`config.mk`:
```
export PLATFORM = sky130hd
export DESIGN_NAME = memcpy_dispatch
export DESIGN_NICKNAME = d
export VERILOG_FILES = /design/src/rtl/memcpy_pkg.sv /design/src/rtl/memcpy_cmd_fifo.sv /design/src/rtl/memcpy_dispatch.sv
export SDC_FILE = /design/constraint.sdc
export NUM_CORES = 1
export LEC_CHECK = 0
export ABC_AREA = 0
export CAP_MARGIN = 20
export CORE_UTILIZATION = 50
export CTS_BUF_LIST = sky130_fd_sc_hd__clkbuf_4 sky130_fd_sc_hd__clkbuf_8
export CTS_CLUSTER_SIZE = 10
export DETAILED_ROUTE_END_ITERATION = 16
export MAX_ROUTING_LAYER = met4
export PLACE_DENSITY = 0.72
export SLEW_MARGIN = 20
export SYNTH_ARGS = -nofsm -noshare
export SYNTH_HDL_FRONTEND = slang
export SYNTH_SLANG_ARGS = --single-unit
export TNS_END_PERCENT = 30
```
`constraint.sdc`:
```
create_clock -name clk -period 12.1 [get_ports clk]
set_input_delay 3.025 -clock clk [delete_from_list [all_inputs] [get_ports clk]]
set_output_delay 3.025 -clock clk [all_outputs]
set_load 0.01 [all_outputs]
```
`src/rtl/memcpy_pkg.sv`:
```
// Shared types for the memcpy command dispatcher: operand widths, command
// record and dispatcher FSM states.
package memcpy_pkg;

    localparam int ADDR_W = 64;
    localparam int SIZE_W = 15;

    typedef struct packed {
        logic [ADDR_W-1:0] src;
        logic [ADDR_W-1:0] dst;
        logic [SIZE_W-1:0] size;
    } memcpy_cmd_t;

    typedef enum logic [1:0] {
        IDLE,
        LAUNCH,
        WAIT,
        CPL
    } dispatch_state_t;

endpackage

```
`src/rtl/memcpy_cmd_fifo.sv`:
```
// Command FIFO for the memcpy dispatcher: power-of-two depth, show-ahead head,
// occupancy count and asynchronous active-high reset of pointers and count.
module memcpy_cmd_fifo #(
    parameter int DEPTH = 4,
    parameter int WIDTH = 8
) (
    input  logic                   clk,
    input  logic                   reset,
    input  logic                   push,
    input  logic [WIDTH-1:0]       wdata,
    input  logic                   pop,
    output logic [WIDTH-1:0]       rdata,
    output logic                   full,
    output logic                   empty,
    output logic [$clog2(DEPTH):0] count
);

    localparam int PTR_W = $clog2(DEPTH);
    localparam int CNT_W = PTR_W + 1;

    logic [WIDTH-1:0] mem_q [DEPTH];
    logic [PTR_W-1:0] wr_ptr_q, wr_ptr_d;
    logic [PTR_W-1:0] rd_ptr_q, rd_ptr_d;
    logic [CNT_W-1:0] count_q, count_d;
    logic             do_push;
    logic             do_pop;

    assign full    = (count_q == CNT_W'(DEPTH));
    assign empty   = (count_q == '0);
    assign do_push = push && !full;
    assign do_pop  = pop && !empty;
    assign rdata   = mem_q[rd_ptr_q];
    assign count   = count_q;

    always_comb begin
        // NOTE: every _d takes its held value first so no path leaves it unassigned (no latch).
        wr_ptr_d = wr_ptr_q;
        rd_ptr_d = rd_ptr_q;
        count_d  = count_q;
        if (do_push) wr_ptr_d = wr_ptr_q + PTR_W'(1);
        if (do_pop)  rd_ptr_d = rd_ptr_q + PTR_W'(1);
        case ({do_push, do_pop})
            2'b10:   count_d = count_q + CNT_W'(1);
            2'b01:   count_d = count_q - CNT_W'(1);
            default: count_d = count_q;
        endcase
    end

    always_ff @(posedge clk or posedge reset) begin
        // NOTE: flops use non-blocking assignment so every register samples pre-edge values.
        if (reset) begin
            wr_ptr_q <= '0;
            rd_ptr_q <= '0;
            count_q  <= '0;
        end else begin
            wr_ptr_q <= wr_ptr_d;
            rd_ptr_q <= rd_ptr_d;
            count_q  <= count_d;
        end
    end

    // NOTE: storage is deliberately not reset; the count decides which entries are valid.
    always_ff @(posedge clk) begin
        if (do_push) mem_q[wr_ptr_q] <= wdata;
    end

endmodule

```
`src/rtl/memcpy_dispatch.sv`:
```
// Buffers memcpy commands and issues them one at a time, holding operands
// stable and returning an id-tagged completion; zero-size copies bypass memcpy.
module memcpy_dispatch
    import memcpy_pkg::*;
#(
    parameter int DEPTH = 4,
    parameter int ID_W  = 4
) (
    input  logic                   clk,
    input  logic                   reset,
    input  logic                   cmd_valid,
    output logic                   cmd_ready,
    input  logic [ADDR_W-1:0]      cmd_src,
    input  logic [ADDR_W-1:0]      cmd_dst,
    input  logic [SIZE_W-1:0]      cmd_size,
    input  logic [ID_W-1:0]        cmd_id,
    output logic                   mc_en,
    output logic [ADDR_W-1:0]      mc_src,
    output logic [ADDR_W-1:0]      mc_dst,
    output logic [SIZE_W-1:0]      mc_size,
    input  logic                   mc_done,
    output logic                   cpl_valid,
    input  logic                   cpl_ready,
    output logic [ID_W-1:0]        cpl_id,
    output logic                   cpl_skipped,
    output logic                   busy,
    output logic [$clog2(DEPTH):0] fifo_count
);

    typedef struct packed {
        memcpy_cmd_t     cmd;
        logic [ID_W-1:0] id;
    } entry_t;

    entry_t          push_entry;
    entry_t          head;
    logic            fifo_pop;
    logic            fifo_full;
    logic            fifo_empty;

    dispatch_state_t state_q, state_d;
    logic            mc_en_q, mc_en_d;
    memcpy_cmd_t     mc_q, mc_d;
    logic            cpl_valid_q, cpl_valid_d;
    logic [ID_W-1:0] cpl_id_q, cpl_id_d;
    logic            cpl_skipped_q, cpl_skipped_d;

    assign push_entry = '{cmd: '{src: cmd_src, dst: cmd_dst, size: cmd_size}, id: cmd_id};
    assign fifo_pop   = (state_q == IDLE) && !fifo_empty;

    memcpy_cmd_fifo #(
        .DEPTH (DEPTH),
        .WIDTH ($bits(entry_t))
    ) u_fifo (
        .clk   (clk),
        .reset (reset),
        .push  (cmd_valid),
        .wdata (push_entry),
        .pop   (fifo_pop),
        .rdata (head),
        .full  (fifo_full),
        .empty (fifo_empty),
        .count (fifo_count)
    );

    always_comb begin
        state_d       = state_q;
        mc_en_d       = 1'b0;
        mc_d          = mc_q;
        cpl_valid_d   = cpl_valid_q;
        cpl_id_d      = cpl_id_q;
        cpl_skipped_d = cpl_skipped_q;
        unique case (state_q)
            IDLE: begin
                if (!fifo_empty) begin
                    mc_d     = head.cmd;
                    cpl_id_d = head.id;
                    // memcpy never finishes a zero-length copy, so answer it here
                    if (head.cmd.size != '0) begin
                        mc_en_d = 1'b1;
                        state_d = LAUNCH;
                    end else begin
                        cpl_valid_d   = 1'b1;
                        cpl_skipped_d = 1'b1;
                        state_d       = CPL;
                    end
                end
            end
            LAUNCH: state_d = WAIT;
            WAIT: begin
                if (mc_done) begin
                    cpl_valid_d   = 1'b1;
                    cpl_skipped_d = 1'b0;
                    state_d       = CPL;
                end
            end
            CPL: begin
                if (cpl_ready) begin
                    cpl_valid_d = 1'b0;
                    state_d     = IDLE;
                end
            end
            default: state_d = IDLE;
        endcase
    end

    always_ff @(posedge clk or posedge reset) begin
        if (reset) begin
            state_q       <= IDLE;
            mc_en_q       <= 1'b0;
            mc_q          <= '0;
            cpl_valid_q   <= 1'b0;
            cpl_id_q      <= '0;
            cpl_skipped_q <= 1'b0;
        end else begin
            state_q       <= state_d;
            mc_en_q       <= mc_en_d;
            mc_q          <= mc_d;
            cpl_valid_q   <= cpl_valid_d;
            cpl_id_q      <= cpl_id_d;
            cpl_skipped_q <= cpl_skipped_d;
        end
    end

    assign cmd_ready   = !fifo_full;
    assign mc_en       = mc_en_q;
    assign mc_src      = mc_q.src;
    assign mc_dst      = mc_q.dst;
    assign mc_size     = mc_q.size;
    assign cpl_valid   = cpl_valid_q;
    assign cpl_id      = cpl_id_q;
    assign cpl_skipped = cpl_skipped_q;
    assign busy        = (state_q != IDLE) || !fifo_empty;

endmodule

```
* Word level (Yosys, flattened, before mapping)
Memories as Yosys holds them, arrays and structs flattened.
Index checks and enable logic that the tools add are counted.
W data, S select, Z words.
** Word-level totals
- Bits in registers :: 159
- Memory bits (writable) :: 588
- Output and inout port bits :: 155
- Memories :: 1
** Cells by class
- $add $sub $neg :: 4
- Eq/ne operators :: 10
- Multiplexer cells :: 18
- Bitwise gates (word level) :: 1
- Reductions and logical operators :: 17
** Memory list
- u_fifo.mem_q :: words 4, bits a word 147, rd ports 1, clocked after memory_dff 0, wr ports 1, RTL line memcpy_cmd_fifo.sv:21 : logic [WIDTH-1:0] mem_q [DEPTH];
** Operators with widths (count)
- $reduce_bool A15 Y1 :: 1
- $mux W1 :: 10
- $mux W2 :: 4
- $ne A2 B2 Y1 const B :: 4
- $pmux W2 S4 :: 1
- $eq A2 B2 Y1 const B :: 3
- $pmux W3 S2 :: 1
- $reduce_bool A2 Y1 :: 3
- $reduce_and A5 Y1 :: 1
- $add A2 B1 Y2 const B :: 2
- $eq A2 B1 Y1 const B :: 2
- $reduce_and A4 Y1 :: 1
- $add A3 B1 Y3 const B :: 1
- $eq A3 B3 Y1 const B :: 1
- $logic_and A1 B1 Y1 :: 3
- $logic_not A3 Y1 :: 1
- $pmux W1 S3 :: 1
- $reduce_and A3 Y1 :: 1
- $reduce_bool A3 Y1 :: 1
- $sub A3 B1 Y3 const B :: 1
- $logic_not A1 Y1 :: 2
- $logic_not A2 Y1 :: 1
- $pmux W1 S2 :: 1
- $reduce_and A2 Y1 :: 1
- 2 further kinds :: 2

* Logic depth before layout (Yosys ltp)
Gate-level depths: netlist of the first run.
- Word-level depth :: 6
- Depth in mapped cells :: 12
- Gate-level depth less buffers :: 10

* Cells and area by module
From an unflattened synthesis of the first run, not the netlist that was laid out.
** Second synthesis, totals
- Cell total of the unflattened synthesis :: 1156
- Area, all modules :: 27951.8 um2
** Modules (own cells, without submodules)
- memcpy_cmd_fifo :: times used 1, cells each 806, area each 21637.0 um2
- memcpy_dispatch :: times used 1, cells each 350, area each 6314.8 um2

* Worst setup path after synthesis of the first run
OpenSTA, ideal clock, no wires.
- Kind :: input to register
- Start :: input port cmd_valid
- End :: memory u_fifo.mem_q[0][0] in the netlist's numbering, enable pin
- Setup time :: 0.525 ns
- Arrival :: 6.450 ns
- Setup slack :: 5.125 ns
- Stages :: 1
- Buffers on the path :: 0
- Path through :: and3_1
** Between the ends
- Longest elaborated chain between the ends :: 3
** RTL lines
- from (decl) :: RTL line memcpy_dispatch.sv:11 : input logic cmd_valid,
- $logic_and A1 B1 Y1 :: RTL line memcpy_cmd_fifo.sv:30 : assign do_push = push && !full;
- $mux W1 :: RTL line memcpy_cmd_fifo.sv:64 : if (do_push) mem_q[wr_ptr_q] <= wdata;
- $mux W1 (not written as such) :: RTL line memcpy_cmd_fifo.sv:64
- to (decl) :: RTL line memcpy_cmd_fifo.sv:21
Every way passes these cells.

* Final worst setup path of the first run
- Start :: register u_fifo.count_q[0] (netlist: u_fifo.count[0])
- End :: output port busy
** Between the ends
- Longest elaborated chain between the ends :: 3
** RTL lines
- from (decl) :: RTL line memcpy_cmd_fifo.sv:24 : logic [CNT_W-1:0] count_q, count_d;
- from (signal assigned) :: RTL line memcpy_cmd_fifo.sv:58 : count_q <= count_d;
- $logic_not A3 Y1 :: RTL line memcpy_cmd_fifo.sv:29 : assign empty = (count_q == '0);
- $logic_not A1 Y1 :: RTL line memcpy_dispatch.sv:133 : assign busy = (state_q != IDLE) || !fifo_empty;
- $logic_or A1 B1 Y1 :: RTL line memcpy_dispatch.sv:133
- to (decl) :: RTL line memcpy_dispatch.sv:26 : output logic busy,
Every way passes these cells.

==> flow_summary.toml, run 1 <==
[sta]
hold-worst-slack_ps = 469
slew_violations = 0
finClkSkew_ps = 19.4
relSlewSlack_pct = 28.5
min_period_ps = 5190
min_period_over_period_pct = 42.9
finalSetupViolations = 0
rsz0062_at_grt = "false"
timing.setup.tns_ps = 0
max_freq_ghz = 0.192
hold_violations = 0
worst_pin_slew_ps = 1070

[power]
peakVddDrop_mv = 0.176
leakagePower_nw = 12.4
powerDensity_mw_per_mm2 = 255

[floorplanning]
rows = 85
core_area_mm2 = 0.0539
die_area_mm2 = 0.0557
ios = 307
die_w_um = 236
initial_utilization_pct = 50.8
die_h_um = 236

[clocking]
clk_pin_slew_worst_paths_ps = 60
post_cts_buffers = 0
clockBufferDepth = 3
clock-sinks = 747
cts_tree = "yes"
clk_latency_ps = 670
hold_buffers = 0
cts_resized = 0
htreeDepth = 3
cts-root-buf = "clkbuf_8"
numCtsBuffers = 113

[routing]
num_vias = 14100
vias_per_cell = 5.32
drt_iter0_drc = 1136
route.met3.wl_um = 3950
wl_per_cell_um = 21.5
met1Wirelength_um = 24400
wirelength_um = 57000
drcViolationCount = 0
dr.pass1.iters = 5
wl_met2_um = 27700
ant_nets = 0
routed.top_layer = "met4"

[synth]
syn_nets = 1629
ys_seq_elements = 747
synth_area_leaders = "edfxtp_1 64%, dfrtp_1 15%, mux4_2 12%, nand2_1 6.1%, clkbuf_1 0.55%"
netlist_area_mm2 = 0.0274
yosysUniqueCellTypes = 33
ys_seq_area_share_pct = 79.0
avgSynthCellArea_um2 = 18.7
yosys.area.top_type = "edfxtp_1"
ys_warn_count = 0
synth_edf_count = 588
synth.top_cell.area_share_pct = 64.5
yosys_most_used_dff = "edfxtp_1"
syn_inst = 1466
synth_async_sr_flop_share_pct = 21.3

[global_routing]
gr-usage-all-layers_pct = 21.5
antenna_found_initial = 12
grt.overflow.total = 0
grt_pass1_wl_um = 87200
grt_max_degree = 95
grt_pass1_vias = 14600

[worst_hold_path]
worstHoldPathCells = 2
min_path_type = "flip-flop to flip-flop"
hold_path_end = "mc_dst[19]"
hold_start = "mc_dst[19]"

[finish]
area.growth.synth_to_final_pct = 23.4
fin_nets = 2001
regArea_mm2 = 0.0216
multi_input_area_mm2 = 0.00544
drive_gt1_share_pct = 19.6
finish.utilization_pct = 62.7
nFillCells = 3731

[place]
port_buffers = 306
dp_hpwl_um = 33200
gp_congestion = 0.781

[critical_path]
path_class = "flip-flop to output pin"
worstReg2RegStart = "u_fifo.rd_ptr_q[0]"
cp.arrival_ps = 2170
setup.worst_path.end_class = "output pin"
r2r-end = "cpl_skipped"
startpoint_type = "flip-flop"
rr_worst_depth = 7
cp.required_ps = 9070
worst-path-max-fanout = 5
startpoint = "u_fifo.count[0]"
rrSetupSlack_ps = 8470

[outcome]
status = "complete, no violations"

[job]
cap_viol_max_count = 0
-- critical path: stages (launching register included) --
cell and delay [ps]:
dfrtp_1 420, nor3_1 490, nand2_1 110, clkdlybuf4s50_1 490
-- state kept, by name, summed over array words and instances, names as in the netlist --
register / count
cpl_id: 4
cpl_skipped: 1
cpl_valid: 1
mc_dst: 64
mc_en: 1
mc_size: 15
mc_src: 64
state_q: 2
u_fifo.count: 3
u_fifo.mem_q: 588
u_fifo.rd_ptr_q: 2
u_fifo.wr_ptr_q: 2
-- cell usage after synthesis, drive strengths merged, types with 3 or more instances --
master and n:
dfrtp 159, o21ai 3, buf 26, xnor2 4
nor4 3, edfxtp 588, ha 10, and3 4
inv 13, mux4 147, nand2 446, clkbuf 40
-- power by group --
| group | leakage, nW | switching, mW | internal [mW] |
|---|---|---|---|
| sequential | 7.34 | 0.276 | 3.49 |
| combinational | 3.75 | 1.42 | 1.22 |
| clock | 1.35 | 0.929 | 1.27 |
| total | 12.4 | 2.62 | 5.98 |
-- cell type report --
type                    count  share of cell area, %
diodes                     13                 0.0963
multi-input cells         639                   16.1
well taps                 696                   2.58
repair buffers            323                   9.51
flip-flops and latches    747                   64.1
clock buffers             185                   6.83
clock inverters            30                  0.648
inverters                  14                  0.185
-- layer usage --
layer	track usage, %	vias to the layer above
li1	-	6284
met1	29.2	7283
met2	32.7	433
met3	5.10	77
met4	6.65	0
met5	-	-
-- placed cells by master (no fill, tap or decap), drive strengths merged --
cell and n:
nor3 2, nand2 446, dfrtp 159, clkbuf 185
nor4 3, bufinv 3, o21ai 3, mux2 1
ha 10, xor2 2, nand2b 2, and2 2
diode 13, nand3 2, a21oi 2, and3 4
or4b 1, inv 13, edfxtp 588, buf 17
clkinvlp 2, clkinv 26, nor2 2, xnor2 4
o211ai 1, a222oi 1, mux4 147, nand4 1
clkdlybuf4s50 306, fa 1, mux2i 2
-- how the worst max path moves through the flow --
stage / to / slack [ps] / cells after the start
after floorplan: cpl_id[0] / 4780 / 1
after global placement: u_fifo.mem_q[0][111] / 6680 / 3
after detailed placement: u_fifo.mem_q[0][112] / 6640 / 3
after CTS: busy / 6800 / 3
after global routing: busy / 6700 / 3
final: busy / 6910 / 3
-- through the flow --
stage,std cells,area [um2],setup WS [ps],power (mW)
2_1_floorplan,1466,27400,4780,5.42
3_3_place_gp,2418,31200,6680,6.44
3_5_place_dp,2418,31200,6640,6.50
4_1_cts,2633,33700,6800,8.72
5_1_grt,2646,33800,6700,9.07
6_report,2647,33800,6910,8.61
-- cells by family after synthesis --
group | after synthesis | share of synthesized area (%)
flops | 747 | 79.0
compound gates | 7 | 0.155
buf+inv | 80 | 1.24
fa+ha+maj | 11 | 0.530
mux | 150 | 12.3
simple gates | 465 | 6.62
xor+xnor | 6 | 0.192
Note: power is estimated with default switching activity, not from simulation.
==> inputs of run 2 (changes only) <==
==> constraint.sdc (replaced) <==
create_clock -name clk -period 4.8 [get_ports clk]
set_input_delay 1.2 -clock clk [delete_from_list [all_inputs] [get_ports clk]]
set_output_delay 1.2 -clock clk [all_outputs]
set_load 0.01 [all_outputs]
==> run 2 against run 1 <==
  * Clock skew rose by 21 ps
  * Non-clock buffer count increased by 11
  * Setup slack got worse by 5500 ps
  * Sequential cell count unchanged
  * First-iteration DRC count is 19% lower
  * Highest routed layer unchanged
  * Global-route usage is 0.063 points higher
==> flow_summary.toml, run 2 (synthesis results as in run 1) <==
[outcome]
status = "complete, no violations"

[clocking]
clockBufferDepth = 3
cts_tree = "yes"
post_cts_buffers = 0
clk_pin_slew_worst_paths_ps = 60
clk_latency_ps = 700
clock-sinks = 747
numCtsBuffers = 112
cts-root-buf = "clkbuf_8"
hold_buffers = 0
htreeDepth = 3
cts_resized = 0

[floorplanning]
core_area_mm2 = 0.0539
die_w_um = 236
rows = 85
ios = 307
die_h_um = 236
die_area_mm2 = 0.0557
initial_utilization_pct = 50.8

[routing]
wirelength_um = 56900
vias_per_cell = 5.32
wl_per_cell_um = 21.5
drcViolationCount = 0
dr.pass1.iters = 5
drt_iter0_drc = 922
num_vias = 14100
ant_nets = 0

[sta]
hold-worst-slack_ps = 472
finalSetupViolations = 0
hold_violations = 0
worst_pin_slew_ps = 1070
timing.setup.tns_ps = 0
setup_slack_ps = 1370
min_period_over_period_pct = 71.4
min_period_ps = 3430
relSlewSlack_pct = 28.8
slew_violations = 0
finClkSkew_ps = 39.9
rsz0062_at_grt = "false"
max_freq_ghz = 0.292

[critical_path]
crit_chain = "nor3_1 > nand2_1 > clkdlybuf4s50_1"
path_buf_inv = 1
crit_path_top_delay_cell = "nor3_1"
r2r-end = "mc_dst[19]"
worst-path-max-fanout = 5
cp.required_ps = 3600
setup.worst_path.end_class = "output pin"
crit_cells = 3
cp_top_family = "simple AND/OR/NAND/NOR gates"
rr_worst_depth = 5
cp.arrival_ps = 2230
worstReg2RegStart = "u_fifo.rd_ptr_q[0]"
startpoint = "u_fifo.count[0]"
cp_slowest_stage_delay_ps = 520
path_class = "flip-flop to output pin"
rrSetupSlack_ps = 1820
startpoint_type = "flip-flop"
cp-endpoint = "busy"

[global_routing]
grt_pass1_vias = 15000
antenna_found_initial = 3
grt.overflow.total = 0
grt_pass1_wl_um = 87500
gr-usage-all-layers_pct = 21.6
grt_max_degree = 92

[finish]
regMostFlops = "u_fifo.mem_q"
area.growth.synth_to_final_pct = 23.9
drive_gt1_share_pct = 19.9
finalNonFillerCells = 2644
layout_common_cells = "588 x edfxtp_1, 446 x nand2_1, 306 x clkdlybuf4s50_1"
largest_register_ffs = 588
fin_nets = 2011
mostFrequentLayoutCell = "edfxtp_1"

[power]
leakagePower_nw = 12.5
peakVddDrop_mv = 0.341
powerDensity_mw_per_mm2 = 641

[place]
pre_cts_slack_ps = 1480
port_buffers = 306
dp_hpwl_um = 33500
gp_congestion = 0.786
place_inst = 2430

[job]
cap_viol_max_count = 0

[worst_hold_path]
min_path_type = "flip-flop to flip-flop"
[run 2: area by class of cell]
cell class,count,area [um2]
inverter,14,61.3
clock inverter,32,280
sequential,747,21600
tap,696,871
antenna,3,7.51
timing repair buffer,334,3390
clock buffer,179,2240
fill,3725,20000
multi-input combinational,639,5440
[run 2: routing by layer]
layer	track usage (%)	vias up	wire length [um]
met5	-	-	0
met4	6.71	0	916
met3	4.24	71	3280
met2	34.0	439	28400
met1	28.8	7282	24200
li1	-	6285	-
[run 2: power breakdown]
part / leakage [nW] / total (mW) / internal, mW / switching [mW]
Sequential: 7.34 / 9.61 / 8.78 / 0.826
Clock: 1.35 / 5.57 / 3.22 / 2.35
Combinational: 3.82 / 6.57 / 3.14 / 3.43
[run 2: worst min path at each step]
| stage | endpoint | start | depth (start not counted) | slack [ps] |
|---|---|---|---|---|
| 2_1_floorplan | cpl_id[0] | cpl_id[0] | 2 | 510 |
| 3_3_place_gp | mc_dst[42] | mc_dst[42] | 2 | 460 |
| 6_report | mc_size[0] | mc_size[0] | 2 | 470 |
| 5_1_grt | mc_dst[62] | mc_dst[62] | 2 | 490 |
| 3_5_place_dp | mc_src[37] | mc_src[37] | 2 | 460 |
| 4_1_cts | mc_src[30] | mc_src[30] | 2 | 480 |
[run 2: through the flow]
step	power [mW]	util (%)	instance area (um2)
final	21.7	62.9	33900
after global routing	22.9	62.9	33900
after CTS	22.1	62.9	33900
after detailed placement	16.4	58.2	31400
after global placement	16.3	58.2	31400
after floorplan	13.6	-	27400
[run 2: worst reg2reg max path: stages, from the launching register on]
cell	delay, ps
dfrtp_4	940
buf_4	540
buf_4	630
mux4_2	630
nand2_1	90
nand2_1	60
==> inputs of run 3 (changes only) <==
==> constraint.sdc (replaced) <==
create_clock -name clk -period 3.6 [get_ports clk]
set_input_delay 0.9 -clock clk [delete_from_list [all_inputs] [get_ports clk]]
set_output_delay 0.9 -clock clk [all_outputs]
set_load 0.01 [all_outputs]
==> run 3 against run 2 <==
  * Sequential share of layout area fell by 0.51 points
  * Routed wire length rose by 0.74%
  * Core utilization rose by 0.51 points
  * Setup slack got worse by 960 ps
  * Register-to-register slack got worse by 940 ps
  * Die area did not move
  * Global-route usage rose by 0.13 points
  * Sequential cell count did not move
  * Hold slack got worse by 0.60 ps
  * Non-clock buffer count rose by 15
  * Critical path type unchanged
==> flow_summary.toml, run 3 (synthesis results as in run 1) <==
[outcome]
status = "complete, no violations"

[routing]
dr.pass1.iters = 5
ant_nets = 0
num_vias = 14200
wl_per_cell_um = 21.5
drt_iter0_drc = 919
drcViolationCount = 0
wirelength_um = 57300
vias_per_cell = 5.34

[clocking]
clockBufferDepth = 3
clk_pin_slew_worst_paths_ps = 60
clk_latency_ps = 710
clock-sinks = 747
hold_buffers = 0
post_cts_buffers = 0
cts-root-buf = "clkbuf_8"
htreeDepth = 3
cts_tree = "yes"
numCtsBuffers = 114
cts_resized = 0

[sta]
relSlewSlack_pct = 46.3
setup_slack_ps = 419
slew_violations = 0
max_freq_ghz = 0.314
finalSetupViolations = 0
min_period_ps = 3180
finClkSkew_ps = 31.6
worst_pin_slew_ps = 806
rsz0062_at_grt = "false"
hold-worst-slack_ps = 471
min_period_over_period_pct = 88.4
timing.setup.tns_ps = 0
hold_violations = 0

[floorplanning]
die_area_mm2 = 0.0557
die_h_um = 236
rows = 85
ios = 307
core_area_mm2 = 0.0539
initial_utilization_pct = 50.8
die_w_um = 236

[job]
cap_viol_max_count = 0

[finish]
fin_nets = 2028
regMostFlops = "u_fifo.mem_q"
drive_gt1_share_pct = 20.8
area.growth.synth_to_final_pct = 24.9
mostFrequentLayoutCell = "edfxtp_1"
largest_register_ffs = 588
layout_common_cells = "588 x edfxtp_1, 446 x nand2_1, 306 x clkdlybuf4s50_1"

[global_routing]
grt_max_degree = 149
grt.overflow.total = 0
gr-usage-all-layers_pct = 21.7
antenna_found_initial = 5
grt_pass1_wl_um = 87800
grt_pass1_vias = 15000

[critical_path]
rrSetupSlack_ps = 880
worstReg2RegStart = "u_fifo.rd_ptr_q[0]"
startpoint_type = "flip-flop"
setup.worst_path.end_class = "output pin"
path_class = "flip-flop to output pin"
cp.required_ps = 2700
startpoint = "u_fifo.count[0]"
cp.arrival_ps = 2280
worst-path-max-fanout = 5
rr_worst_depth = 5
r2r-end = "cpl_skipped"

[place]
dp_hpwl_um = 34400
port_buffers = 306
gp_congestion = 0.759
pre_cts_slack_ps = 703

[power]
leakagePower_nw = 12.6
powerDensity_mw_per_mm2 = 853
peakVddDrop_mv = 0.733

[worst_hold_path]
worstHoldPathCells = 2
min_path_type = "flip-flop to flip-flop"
hold_start = "mc_dst[22]"
hold_path_end = "mc_dst[22]"
## run 3: cell type report
cell class              count  area [um2]
multi-input cells         639        5440
well taps                 696         871
clock buffers             176        2120
diodes                      6        15.0
fillers                  3722       19700
flip-flops and latches    747       21600
clock inverters            41         364
repair buffers            349        3690
inverters                  14        61.3
## run 3: stage by stage
stage               power [mW]  std cells  utilization, %  cell area (um2)
CTS                       29.5       2662            63.4            34200
global route              30.7       2667            63.4            34200
detailed placement        22.1       2445            58.8            31700
floorplan                 18.2       1466               -            27400
global placement          21.9       2445            58.8            31700
finish                    29.2       2668            63.4            34200
## run 3: layer usage
| layer | routed length, um | up-vias | GRT usage, % |
|---|---|---|---|
| met5 | 0 | - | - |
| met4 | 1320 | 0 | 7.51 |
| met3 | 3450 | 94 | 3.94 |
| met2 | 28000 | 458 | 33.5 |
| met1 | 24500 | 7373 | 29.4 |
| li1 | - | 6322 | - |
## run 3: power breakdown
group	internal (mW)	leakage, nW	total (mW)	switching (mW)
logic	4.35	3.96	9.08	4.73
registers	11.7	7.34	12.7	1.01
clock network	4.18	1.32	7.37	3.18
total	20.2	12.6	29.2	8.92
## run 3: worst max path at each step
stage,slack (ps),to
after floorplan,-1230,u_fifo.mem_q[1][0]
after global placement,720,u_fifo.count[2]
after detailed placement,700,u_fifo.mem_q[0][142]
after CTS,390,busy
after global routing,320,busy
final,420,busy
## run 3: worst max-delay path: stages, from the launching register on
cell and delay [ps]:
dfrtp_1 430, nor3_1 540, nand2_1 120, clkdlybuf4s50_1 500
